==> src/rtl/array_11_port_ctrl.sv <==
// Zero-fills and then arbitrates the single RW port of the 32 x 228 array between one writer and one reader.
// Latency: write commits at the accept edge; read data reaches the response FIFO one edge after the read accept.
// Backpressure: reads are issued only while the 2-entry response FIFO (plus any read in flight) has room.

// Small generic FIFO: registered storage, head visible combinationally, simultaneous push/pop allowed.
// Latency: an entry pushed at edge N is visible at the head after edge N.
// Backpressure: the caller must not push when full; pops happen on out_vld & out_rdy.
module fifo #(
  parameter int unsigned W     = 8,
  parameter int unsigned DEPTH = 2
) (
  input  logic                         core_clk,
  input  logic                         arst_n,
  input  logic                         in_vld,
  input  logic [W-1:0]                 in_dat,
  output logic                         out_vld,
  input  logic                         out_rdy,
  output logic [W-1:0]                 out_dat,
  output logic [$clog2(DEPTH+1)-1:0]   count
);
  localparam int unsigned PW = (DEPTH > 1) ? $clog2(DEPTH) : 1;
  localparam int unsigned CW = $clog2(DEPTH + 1);

  logic [W-1:0]  store_q [DEPTH];
  logic [PW-1:0] wr_ptr_q, rd_ptr_q;
  logic [CW-1:0] count_q;
  logic          pop;

  assign pop     = out_vld & out_rdy;
  assign out_vld = (count_q != '0);
  assign out_dat = store_q[rd_ptr_q];
  assign count   = count_q;

  function automatic logic [PW-1:0] ptr_inc(input logic [PW-1:0] p);
    return (p == PW'(DEPTH - 1)) ? '0 : p + PW'(1);
  endfunction

  // Storage, pointers and occupancy; storage is cleared so the head reads zero out of reset.
  always_ff @(posedge core_clk or negedge arst_n) begin
    if (!arst_n) begin
      for (int i = 0; i < int'(DEPTH); i++) store_q[i] <= '0;
      wr_ptr_q <= '0;
      rd_ptr_q <= '0;
      count_q  <= '0;
    end else begin
      if (in_vld) begin
        store_q[wr_ptr_q] <= in_dat;
        wr_ptr_q          <= ptr_inc(wr_ptr_q);
      end
      if (pop) rd_ptr_q <= ptr_inc(rd_ptr_q);
      count_q <= count_q + CW'(in_vld) - CW'(pop);
    end
  end
endmodule

module array_11_port_ctrl #(
  parameter int unsigned INIT_EN = 1
) (
  input  logic         clock,
  input  logic         reset_n,
  output logic         init_done,
  input  logic         w_valid,
  output logic         w_ready,
  input  logic [4:0]   w_addr,
  input  logic [1:0]   w_mask,
  input  logic [227:0] w_data,
  input  logic         r_valid,
  output logic         r_ready,
  input  logic [4:0]   r_addr,
  output logic         resp_valid,
  input  logic         resp_ready,
  output logic [227:0] resp_data,
  output logic         mem_en,
  output logic         mem_wmode,
  output logic [4:0]   mem_addr,
  output logic [1:0]   mem_wmask,
  output logic [227:0] mem_wdata,
  input  logic [227:0] mem_rdata
);
  localparam logic [4:0] LAST_ADDR = 5'd31;

  typedef enum logic {S_INIT = 1'b0, S_RUN = 1'b1} state_t;

  // Everything the macro port sees besides the enable; held across idle cycles.
  typedef struct packed {
    logic         wmode;
    logic [4:0]   addr;
    logic [1:0]   wmask;
    logic [227:0] wdata;
  } mem_cmd_t;

  localparam state_t RESET_STATE = (INIT_EN != 0) ? S_INIT : S_RUN;

  state_t   state_q, state_d;
  logic [4:0] cnt_q;
  logic     init_done_q;
  logic     rr_rd_q;       // 1: read wins the next contested cycle
  logic     inflight_q;    // a read was issued last cycle; its data is on mem_rdata now
  mem_cmd_t hold_q, cmd;

  logic       sweep, grant_wr, grant_rd, rd_elig, credit_ok, contested, resp_pop;
  logic [1:0] fifo_count;
  logic [2:0] occ;

  assign resp_pop  = resp_valid & resp_ready;
  // Slots committed to responses: stored entries plus the read in flight, minus the one leaving now.
  assign occ       = {1'b0, fifo_count} + {2'b0, inflight_q} - {2'b0, resp_pop};
  assign credit_ok = (occ < 3'd2);
  assign rd_elig   = r_valid & credit_ok;
  assign init_done = init_done_q;

  // Next state and single-slot arbitration; reset_n gating keeps the port quiet while reset is held.
  always_comb begin
    state_d   = state_q;
    sweep     = 1'b0;
    grant_wr  = 1'b0;
    grant_rd  = 1'b0;
    contested = 1'b0;
    case (state_q)
      S_INIT: begin
        sweep = reset_n;
        if (cnt_q == LAST_ADDR) state_d = S_RUN;
      end
      S_RUN: begin
        if (reset_n) begin
          if (w_valid && rd_elig) begin
            contested = 1'b1;
            grant_rd  = rr_rd_q;
            grant_wr  = ~rr_rd_q;
          end else begin
            grant_wr = w_valid;
            grant_rd = rd_elig;
          end
        end
      end
      default: state_d = RESET_STATE;
    endcase
  end

  // Macro command mux: sweep, granted write, granted read, or the held command when idle.
  always_comb begin
    cmd    = hold_q;
    mem_en = sweep | grant_wr | grant_rd;
    if (sweep) begin
      cmd.wmode = 1'b1;
      cmd.addr  = cnt_q;
      cmd.wmask = 2'b11;
      cmd.wdata = '0;
    end else if (grant_wr) begin
      cmd.wmode = 1'b1;
      cmd.addr  = w_addr;
      cmd.wmask = w_mask;
      cmd.wdata = w_data;
    end else if (grant_rd) begin
      cmd.wmode = 1'b0;
      cmd.addr  = r_addr;
    end
  end

  assign mem_wmode = cmd.wmode;
  assign mem_addr  = cmd.addr;
  assign mem_wmask = cmd.wmask;
  assign mem_wdata = cmd.wdata;
  assign w_ready   = grant_wr;
  assign r_ready   = grant_rd;

  // Sequencer state: sweep counter, init flag and state register.
  always_ff @(posedge clock or negedge reset_n) begin
    if (!reset_n) begin
      state_q     <= RESET_STATE;
      cnt_q       <= '0;
      init_done_q <= (INIT_EN == 0);
    end else begin
      state_q <= state_d;
      if (state_q == S_INIT) begin
        cnt_q <= cnt_q + 5'd1;
        if (cnt_q == LAST_ADDR) init_done_q <= 1'b1;
      end
    end
  end

  // Round-robin pointer, in-flight read marker and the held port command.
  always_ff @(posedge clock or negedge reset_n) begin
    if (!reset_n) begin
      rr_rd_q    <= 1'b1;
      inflight_q <= 1'b0;
      hold_q     <= '0;
    end else begin
      if (contested) rr_rd_q <= grant_wr;
      inflight_q <= grant_rd;
      if (mem_en) hold_q <= cmd;
    end
  end

  fifo #(.W(228), .DEPTH(2)) u_resp_fifo (
    .core_clk (clock),
    .arst_n   (reset_n),
    .in_vld   (inflight_q),
    .in_dat   (mem_rdata),
    .out_vld  (resp_valid),
    .out_rdy  (resp_ready),
    .out_dat  (resp_data),
    .count    (fifo_count)
  );
endmodule

==> config.mk <==
export PLATFORM = sky130hd
export DESIGN_NAME = array_11_port_ctrl
export DESIGN_NICKNAME = d
export VERILOG_FILES = /design/src/rtl/array_11_port_ctrl.sv
export SDC_FILE = /design/constraint.sdc
export NUM_CORES = 1
export LEC_CHECK = 0
export CAP_MARGIN = 20
export CORE_AREA = 2 2 366 368
export CTS_CLUSTER_SIZE = 10
export DETAILED_ROUTE_END_ITERATION = 6
export DIE_AREA = 0 0 368 370
export GPL_TIMING_DRIVEN = 0
export PLACE_DENSITY = 0.41
export SYNTH_ARGS = -nofsm -noshare
export SYNTH_HDL_FRONTEND = slang
export SYNTH_SLANG_ARGS = --single-unit
==> constraint.sdc <==
create_clock -name clock -period 3.55 [get_ports clock]
set_input_delay 0.355 -clock clock [delete_from_list [all_inputs] [get_ports clock]]
set_output_delay 0.355 -clock clock [all_outputs]
set_load 0.01 [all_outputs]
==> run metrics, run 1 <==
post-synthesis xor/xnor area fraction=0.00202; Synth Area in Simple Gates=0.127; I/O pins=942; Placed Cells=5,252; nets=4,171; Die X=368 um; Layout area overhead=61.7%; min Tclk post-route=4160 ps; Synth Area in Compound Gates=0.00614; Max Slew Vio Count=0; kind of critical path=flip-flop to output port; critical path arrival=3810 ps; Leakage=22.9 nW; CORE AREA=132,000 um2; Post-synth ARST share=1.00; Yosys cell types=32; DIE HEIGHT=370 um; layout cells sized above 1=0.444; Die Footprint=136,000 um2; CP Capture Type=output port; Synth Flop Type=dfrtp_1; 1st-pass router iterations=4; commonest cells after routing, fill and taps aside=704 x dfrtp_1, 702 x clkdlybuf4s50_1, 686 x mux2_2; CTS H-tree depth=3; antenna violations before repair=36; worst setup path start=u_resp_fifo.count[1]; Post-Synth Adder-Cell Area=0.00231; largest family of logic cells by synthesized area=multiplexers; initial core utilization=0.229; #FFs+latches synth=705; Ys Warns=0; DR WL/cell=22.9 um; Tot GR Track Use=0.181; CTS root buffer=clkbuf_16; drt total wl=127,000 um; status=finished with violations; final cell count without fillers=5,549; Final HPWL DP=94,800 um; DRC=0; crit-path max FO=3; fmax=240 MHz; Reg clk slew, reported paths=60 ps; worst-case reg-to-reg path depth=17; Cells after Synth=2,532; Post-Syn Nets=3,010; Final period util=1.17; Syn Std Cell Area=30,400 um2; CTS tree=yes; Post-synth EDFFs=0; startpoint type of the worst setup path=flip-flop; grt ovf=0; worst IR drop on VDD=0.000363 V; cts bufs inserted=91; mux share of post-synthesis cell area=0.254; violated checks=negative setup slack; clock skew=21.4 ps; min setup slack post-route=-613 ps; FF-to-FF Start=u_resp_fifo.count[1]; first-pass GRT wire length=180,000 um; most common cell after layout, fill and taps aside=dfrtp_1; WP data required=3190 ps; vias in the first global route=25,200; vias=23,600; final setup vio count=239; IO buf count=941; HP Class=input pin to flip-flop; Seq/Total Area, Yosys=0.581; vias per cell=4.25; Tot Pwr=38.9 mW; Critical R2R Capture=hold_q[114]; Final GP Congestion=0.810; Hold Vio Cnt, Final=0; largest net degree at the start of global routing=107; maxcap violations=0; PwrDens=793 nW/um2; clock tree buffer depth=3; drt first-iter violations=766; Worst Setup EP=mem_addr[3]; Cell Rows=134; Synth Area per Inst=12.0 um2; Antenna Nets Post-Route=0; relative slew slack=0.294; Slew @ Worst Pin=1060 ps; worst skew pair latency=690 ps; R2R setup slack=390 ps; clk sinks=705; unrepaired setup endpoints after global routing=yes
## sequential cells by signal, summed over array words and instances (netlist names)
register,count
rr_rd_q,1
u_resp_fifo.rd_ptr_q,1
u_resp_fifo.store_q,456
hold_q,236
cnt_q,5
state_q,1
u_resp_fifo.count,2
u_resp_fifo.wr_ptr_q,1
init_done,1
inflight_q,1
## power breakdown
| group | internal, mW | total (mW) | switching, mW |
|---|---|---|---|
| clock network | 5.29 | 9.04 | 3.75 |
| registers | 11.1 | 12.4 | 1.34 |
| logic | 9.80 | 17.4 | 7.64 |
## layout make-up
class	instances	area [um2]
flip-flops and latches	705	17600
plain buffers	149	1330
multi-input cells	1661	13700
repair buffers	1074	11200
clock inverters	18	233
clock buffers	141	2660
diodes	22	55.1
inverters	11	57.6
well taps	1768	2210
fillers	13300	83300
## synth_stat cells (2+ instances only)
cell,number,area share
buf_2,101,0.017
nand2_1,688,0.085
dfrtp_1,704,0.58
nand3_1,229,0.038
nor2b_1,3,0.00062
ha_1,4,0.0016
o221a_2,10,0.0037
buf_4,15,0.0037
buf_1,7,0.00087
nor2_1,11,0.0014
xor2_1,3,0.00087
a21oi_1,6,0.00099
nand2b_1,2,0.00041
o21ai_0,4,0.00066
inv_1,10,0.0012
xnor2_1,4,0.0012
clkbuf_1,28,0.0035
or2_2,2,0.00041
mux2_2,686,0.25
clkbuf_4,3,0.00074
## kinds of logic after synthesis
family / count (synthesis)
AOI/OAI and AO/OA: 23
and+or+nand+nor: 940
buffers and inverters: 166
muxes: 686
DFF: 705
xor gates and xnor gates: 7
adders and majority gates: 5
## worst max-delay path, stage by stage, from the launching register on
cell and delay, ps:
dfrtp_1 380, or2_4 250, and2_4 170, ha_4 210
inv_2 60, ha_4 120, inv_2 30, fa_2 390
xnor2_4 170, buf_4 150, buf_6 100, buf_6 100
a31oi_1 160, nor2b_1 80, buf_4 140, buf_4 140
buf_4 130, o221a_4 230, buf_6 120
## stage by stage
stage	setup WS [ps]	hold WS, ps	util	TNS [ps]	cell area [um2]
after floorplan	129	59.4	-	0	30400
after detailed placement	-1150	328	0.319	-265220	42300
after global placement	-34050	441	0.317	-	42000
final	-613	212	0.371	-114610	49100
after global routing	-750	186	0.371	-154930	49100
after CTS	-659	140	0.354	-157180	46900
## timing repair
action | in CTS | in global routing
setup endpoints to repair | 559 | 432
hold endpoints to repair | 51 | 0
gates cloned | 13 | 15
buffers inserted | 42 | 45
pin swaps | 97 | 133
hold buffers | 11 | 0
resized for setup | 1132 | 735
## how the worst min path moves through the flow
stage          cells after the start  slack, ps        start                  endpoint
2_1_floorplan                      0         60      reset_n                  cnt_q[0]
3_3_place_gp                       1        440    init_done                 init_done
3_5_place_dp                       1        330      reset_n  u_resp_fifo.store_q[108]
4_1_cts                            3        140  w_data[143]               hold_q[143]
5_1_grt                            3        190  w_data[200]               hold_q[200]
6_report                           3        210    w_data[6]                 hold_q[6]
## per-layer routing
metal / up-vias / wire (um) / track usage
met1: 11700 / 48200 / 0.201
met5: - / 194 / 0
met3: 183 / 12000 / 0.0772
met4: 30 / 3800 / 0.0607
met2: 706 / 63100 / 0.312
li1: 11000 / - / -
Power figures use the tool's default switching activity.
==> run 2, diff against run 1 <==
ABC_AREA = 1   (was not set)
CORE_AREA = 2 2 367 369   (was 2 2 366 368)
DIE_AREA = 0 0 369 371   (was 0 0 368 370)
==> run 2 against run 1 <==
- critical path type unchanged
- worst setup slack improved by 310 ps
- largest cell class unchanged
- maximum frequency increased by 8.2%
- the run still ends with negative setup slack left
- clock skew decreased by 6.0 ps
- sequential share of layout area increased by 2.4 points
- highest routed layer unchanged
==> run metrics, run 2 <==
Post-Syn Nets=4,275; WP data required=3190 ps; maxcap violations=0; violated checks=negative setup slack; Leakage=22.1 nW; CTS root buffer=clkbuf_16; 1st-pass router iterations=5; Final Cell Area=46,100 um2; max reg flops=456; Synth Flop Type=dfrtp_1; startpoint type of the worst setup path=flip-flop; grt ovf=0; Cells after Synth=3,797; IO buf count=941; Antenna Nets Post-Route=0; Reg clk slew, reported paths=60 ps; drt total wl=145,000 um; Hold Vio Cnt, Final=0; Synth top area share=0.576; unrepaired setup endpoints after global routing=yes; largest reg by FF count=u_resp_fifo.store_q; Final period util=1.08; Layout area overhead=50.8%; Post-synth EDFFs=0; Cell Area, Placed=42,500 um2; vias=28,900; nets=5,360; relative slew slack=0.327; hold slack=257 ps; most common cell after layout, fill and taps aside=nand2_1; leading post-synthesis cells by cell area=dfrtp_1 58%, nand2_1 15%, o21ai_0 9.1%; cts bufs inserted=91; kind of critical path=flip-flop to output port; CORE AREA=133,000 um2; Cell Rows=134; Final GP Congestion=0.842; worst skew pair latency=670 ps; Slew @ Worst Pin=1010 ps; fmax=260 MHz; HP Class=input pin to flip-flop; Final HPWL DP=110,000 um; DRC=0; status=finished with violations; PwrDens=852 nW/um2; drt first-iter violations=1,812; clock tree buffer depth=3; CTS tree=yes; first-pass GRT wire length=207,000 um; Tot GR Track Use=0.207; Hold Path Cell Cnt=4; Synth top cells by count=1,197 x nand2_1, 704 x dfrtp_1, 685 x nor2_1; vias in the first global route=29,800; hold endpoint=inflight_q; worst IR drop on VDD=0.000383 V; largest net degree at the start of global routing=113; Die Footprint=137,000 um2; layout cells sized above 1=0.134; Placed Cells=6,517; initial core utilization=0.230; DIE HEIGHT=371 um; I/O pins=942; antenna violations before repair=43; CTS H-tree depth=3; #FFs+latches synth=705; Synth area leader=dfrtp_1; Critical R2R Capture=hold_q[183]; Yosys cell types=29; final cell count without fillers=6,724; most frequent cell after synthesis=nand2_1; top flop regs=u_resp_fifo.store_q (456), hold_q (236), cnt_q (5); DR WL/cell=21.5 um; min Tclk post-route=3850 ps; Syn Std Cell Area=30,600 um2; clock skew=15.4 ps; final setup vio count=259; commonest cells after routing, fill and taps aside=1,191 x nand2_1, 704 x dfrtp_1, 702 x clkdlybuf4s50_1; Die X=369 um; Post-synth ARST share=1.00; vias per cell=4.31; Ys Warns=0; worst-case reg-to-reg path depth=18; critical path arrival=3490 ps; min setup slack post-route=-299 ps; worst setup path start=u_resp_fifo.count[1]; Synth Area per Inst=8.05 um2; Seq/Total Area, Yosys=0.577; FF-to-FF Start=u_resp_fifo.count[1]; clk sinks=705; min-delay src=reset_n; crit-path max FO=10; CP Capture Type=output port; Max Slew Vio Count=0; R2R setup slack=820 ps
[run 2: how the worst max path moves through the flow]
stage / endpoint / slack [ps]
after global routing: mem_wdata[204] / -470
after global placement: u_resp_fifo.store_q[228] / -33910
after floorplan: mem_wdata[158] / 490
after detailed placement: mem_wdata[15] / -1030
after CTS: mem_wdata[186] / -520
final: mem_wdata[180] / -300
[run 2: kinds of logic (layout without fill, tap and decap cells)]
group | after synthesis | after routing | share of synthesized area
other | 0 | 11 | 0
DFF | 705 | 705 | 0.577
adders and majority gates | 5 | 5 | 0.00229
xor gates and xnor gates | 4 | 4 | 0.00115
and+or+nand+nor | 1911 | 1911 | 0.237
buffers and inverters | 485 | 1633 | 0.0693
AOI/OAI and AO/OA | 687 | 687 | 0.113
[run 2: through the flow]
| step | setup slack, ps | util | TNS [ps] | total power [mW] |
|---|---|---|---|---|
| floorplan | 488 | - | 0 | 20.1 |
| global placement | -33910 | 0.318 | - | 30.5 |
| detailed placement | -1030 | 0.320 | -195320 | 30.4 |
| CTS | -523 | 0.346 | -103120 | 39.8 |
| global route | -469 | 0.347 | -107100 | 42.1 |
| finish | -299 | 0.347 | -42510 | 39.3 |
[run 2: critical path, cell delays in order, from the launching register on]
cell and delay, ps:
dfrtp_1 390, inv_2 90, nand2_4 50, nand2_4 60
inv_2 40, ha_4 260, inv_4 30, ha_4 140
inv_2 40, fa_1 420, nand2_1 90, inv_2 50
nand4_4 80, nand2_8 130, inv_8 140, buf_12 180
buf_6 170, nor2_1 60, nor2_1 120, clkdlybuf4s15_1 250
[run 2: area by class of cell]
cell class / instances / area (um2)
Inverter: 256 / 971
Clock inverter: 17 / 240
Antenna cell: 11 / 27.5
Timing Repair Buffer: 992 / 9370
Tap cell: 1768 / 2210
Fill cell: 14300 / 86700
Sequential cell: 705 / 17600
Multi-Input combinational cell: 2607 / 11400
Buffer: 229 / 1480
Clock buffer: 139 / 2700
[run 2: metal layers]
metal  GRT usage  part of all wire
met3      0.0647             0.075
met4      0.0471             0.020
met2       0.365              0.50
met1       0.244              0.40
met5           0            0.0014
[run 2: power by group]
group          internal [mW]  leakage (nW)  switching, mW
registers               11.1          7.44           1.43
clock network           5.45          1.44           3.78
logic                   7.63          13.3           9.86
[run 2: timing repair]
action	in CTS	in global routing
endpoints found under the setup margin	437	369
hold buffers	8	0
buffers inserted	16	6
pin swaps	40	60
gates resized for setup	753	496
endpoints found under the hold margin	56	0
cloned	7	6
==> run 3, diff against run 2 <==
SKIP_LAST_GASP = 1   (was not set)
SLEW_MARGIN = 25   (was not set)
==> run 3 against run 2 <==
- the flow still finishes with violations (negative setup slack)
- clock power about the same
- core utilization increased by 0.51 points
- routed wire length increased by 0.54%
- register-to-register slack got worse by 210 ps
- sequential share of layout area decreased by 0.55 points
==> run metrics, run 3 (synthesized netlist as in run 2, its figures left out) <==
clock tree buffer depth=3; cts bufs inserted=91; Hold Vio Cnt, Final=0; 1st-pass router iterations=7; Leakage=22.4 nW; first-pass GRT wire length=207,000 um; Final HPWL DP=109,000 um; PwrDens=846 nW/um2; Critical R2R Capture=hold_q[61]; largest reg by FF count=u_resp_fifo.store_q; violated checks=negative setup slack; Setup TNS=-61,350 ps; Layout area overhead=53.0%; CP Capture Type=output port; drt total wl=145,000 um; Tot GR Track Use=0.207; I/O pins=942; CORE AREA=133,000 um2; DIE HEIGHT=371 um; DRC=0; status=finished with violations; fmax=255 MHz; DR WL/cell=21.5 um; min Tclk post-route=3920 ps; Max Slew Vio Count=0; antenna violations before repair=46; HP Class=input pin to flip-flop; top flop regs=u_resp_fifo.store_q (456), hold_q (236), cnt_q (5); Cell Rows=134; CTS root buffer=clkbuf_16; hold endpoint=u_resp_fifo.store_q[14]; initial core utilization=0.230; final setup vio count=260; commonest cells after routing, fill and taps aside=1,194 x nand2_1, 704 x dfrtp_1, 702 x clkdlybuf4s50_1; Antenna Nets Post-Route=0; vias per cell=4.31; vias in the first global route=29,800; Final period util=1.10; clk sinks=705; critical path arrival=3570 ps; R2R setup slack=610 ps; worst IR drop on VDD=0.000333 V; grt ovf=0; most common cell after layout, fill and taps aside=nand2_1; WP data required=3190 ps; layout cells sized above 1=0.152; Final GP Congestion=0.842; Hold Path Cell Cnt=3; maxcap violations=0; worst-case reg-to-reg path depth=20; largest net degree at the start of global routing=123; Reg clk slew, reported paths=70 ps; Die Footprint=137,000 um2; CTS H-tree depth=3; Tot Pwr=39.5 mW; IO buf count=941; startpoint type of the worst setup path=flip-flop; FF-to-FF Start=u_resp_fifo.count[1]; min-delay src=mem_rdata[14]; unrepaired setup endpoints after global routing=yes; Slew @ Worst Pin=943 ps; kind of critical path=flip-flop to output port; clock skew=16.8 ps; crit-path max FO=9; drt first-iter violations=1,758; relative slew slack=0.371; worst skew pair latency=660 ps; CTS tree=yes; vias=29,100; nets=5,385; Die X=369 um; min setup slack post-route=-370 ps; max reg flops=456
-- run 3: changes by cell type in the layout (fill, tap and decap cells not counted), moves of 14 or more --
| cell | previous run | this run |
|---|---|---|
| nor2_4 | 13 | 33 |
| o21ai_2 | 32 | 51 |
| o21ai_0 | 508 | 491 |
| o21ai_1 | 135 | 119 |
| buf_4 | 65 | 95 |
| o21ai_4 | 9 | 23 |
| nor2_1 | 568 | 544 |
-- run 3: worst max-delay path by stage --
stage / from / slack, ps / end
after global placement: reset_n / -33910 / u_resp_fifo.store_q[228]
final: u_resp_fifo.count[1] / -370 / mem_wdata[102]
after floorplan: u_resp_fifo.count[1] / 490 / mem_wdata[158]
after global routing: u_resp_fifo.count[1] / -530 / mem_wdata[182]
after detailed placement: resp_ready / -1000 / mem_wdata[15]
after CTS: u_resp_fifo.count[1] / -530 / mem_wdata[98]
-- run 3: metal layers --
| metal | wire [um] | share of wire | up-vias | GRT usage |
|---|---|---|---|---|
| li1 | - | - | 14100 | - |
| met5 | 251 | 0.0017 | - | 0 |
| met3 | 11600 | 0.080 | 225 | 0.0685 |
| met4 | 3460 | 0.024 | 36 | 0.0503 |
| met1 | 57900 | 0.40 | 14000 | 0.245 |
| met2 | 72100 | 0.50 | 815 | 0.361 |
-- run 3: what timing repair did --
action | in CTS | in global routing
resized for setup | 838 | 609
setup buffers | 36 | 22
hold endpoints to repair | 66 | 0
endpoints found under the setup margin | 431 | 450
hold buffers | 5 | 0
cloned | 11 | 4
pin swaps | 49 | 119
-- run 3: cell type report --
type | instances | area [um2]
Fill cell | 14300 | 86000
Antenna cell | 17 | 42.5
Timing Repair Buffer | 1020 | 9660
Multi-Input combinational cell | 2607 | 11800
Buffer | 226 | 1460
Inverter | 256 | 976
Sequential cell | 705 | 17600
Tap cell | 1768 | 2210
Clock inverter | 17 | 233
Clock buffer | 140 | 2700
-- run 3: report_power, final --
group / internal (mW) / total [mW] / switching (mW)
logic: 7.80 / 17.7 / 9.92
clock network: 5.50 / 9.26 / 3.75
registers: 11.1 / 12.6 / 1.45
total: 24.4 / 39.5 / 15.1
-- run 3: critical path, cell delays in order (launching register included) --
cell	delay [ps]
dfrtp_1	400
inv_2	90
nand2_4	60
nand2_4	60
inv_2	40
ha_4	210
inv_4	50
ha_4	110
inv_2	40
fa_1	520
nand2_1	70
inv_2	80
nand4_4	140
nand2_8	170
buf_12	210
buf_12	150
buf_12	100
o21ai_4	50
nor2_4	200
buf_6	130
-- run 3: through the flow --
stage	setup WS (ps)	cell area, um2	std cells	hold slack, ps	util
global placement	-33910	42200	6506	454	0.318
CTS	-532	46400	6722	215	0.349
floorplan	488	30600	3797	59.4	-
global route	-527	46700	6748	256	0.352
detailed placement	-1000	42400	6513	287	0.319
finish	-370	46800	6756	281	0.352
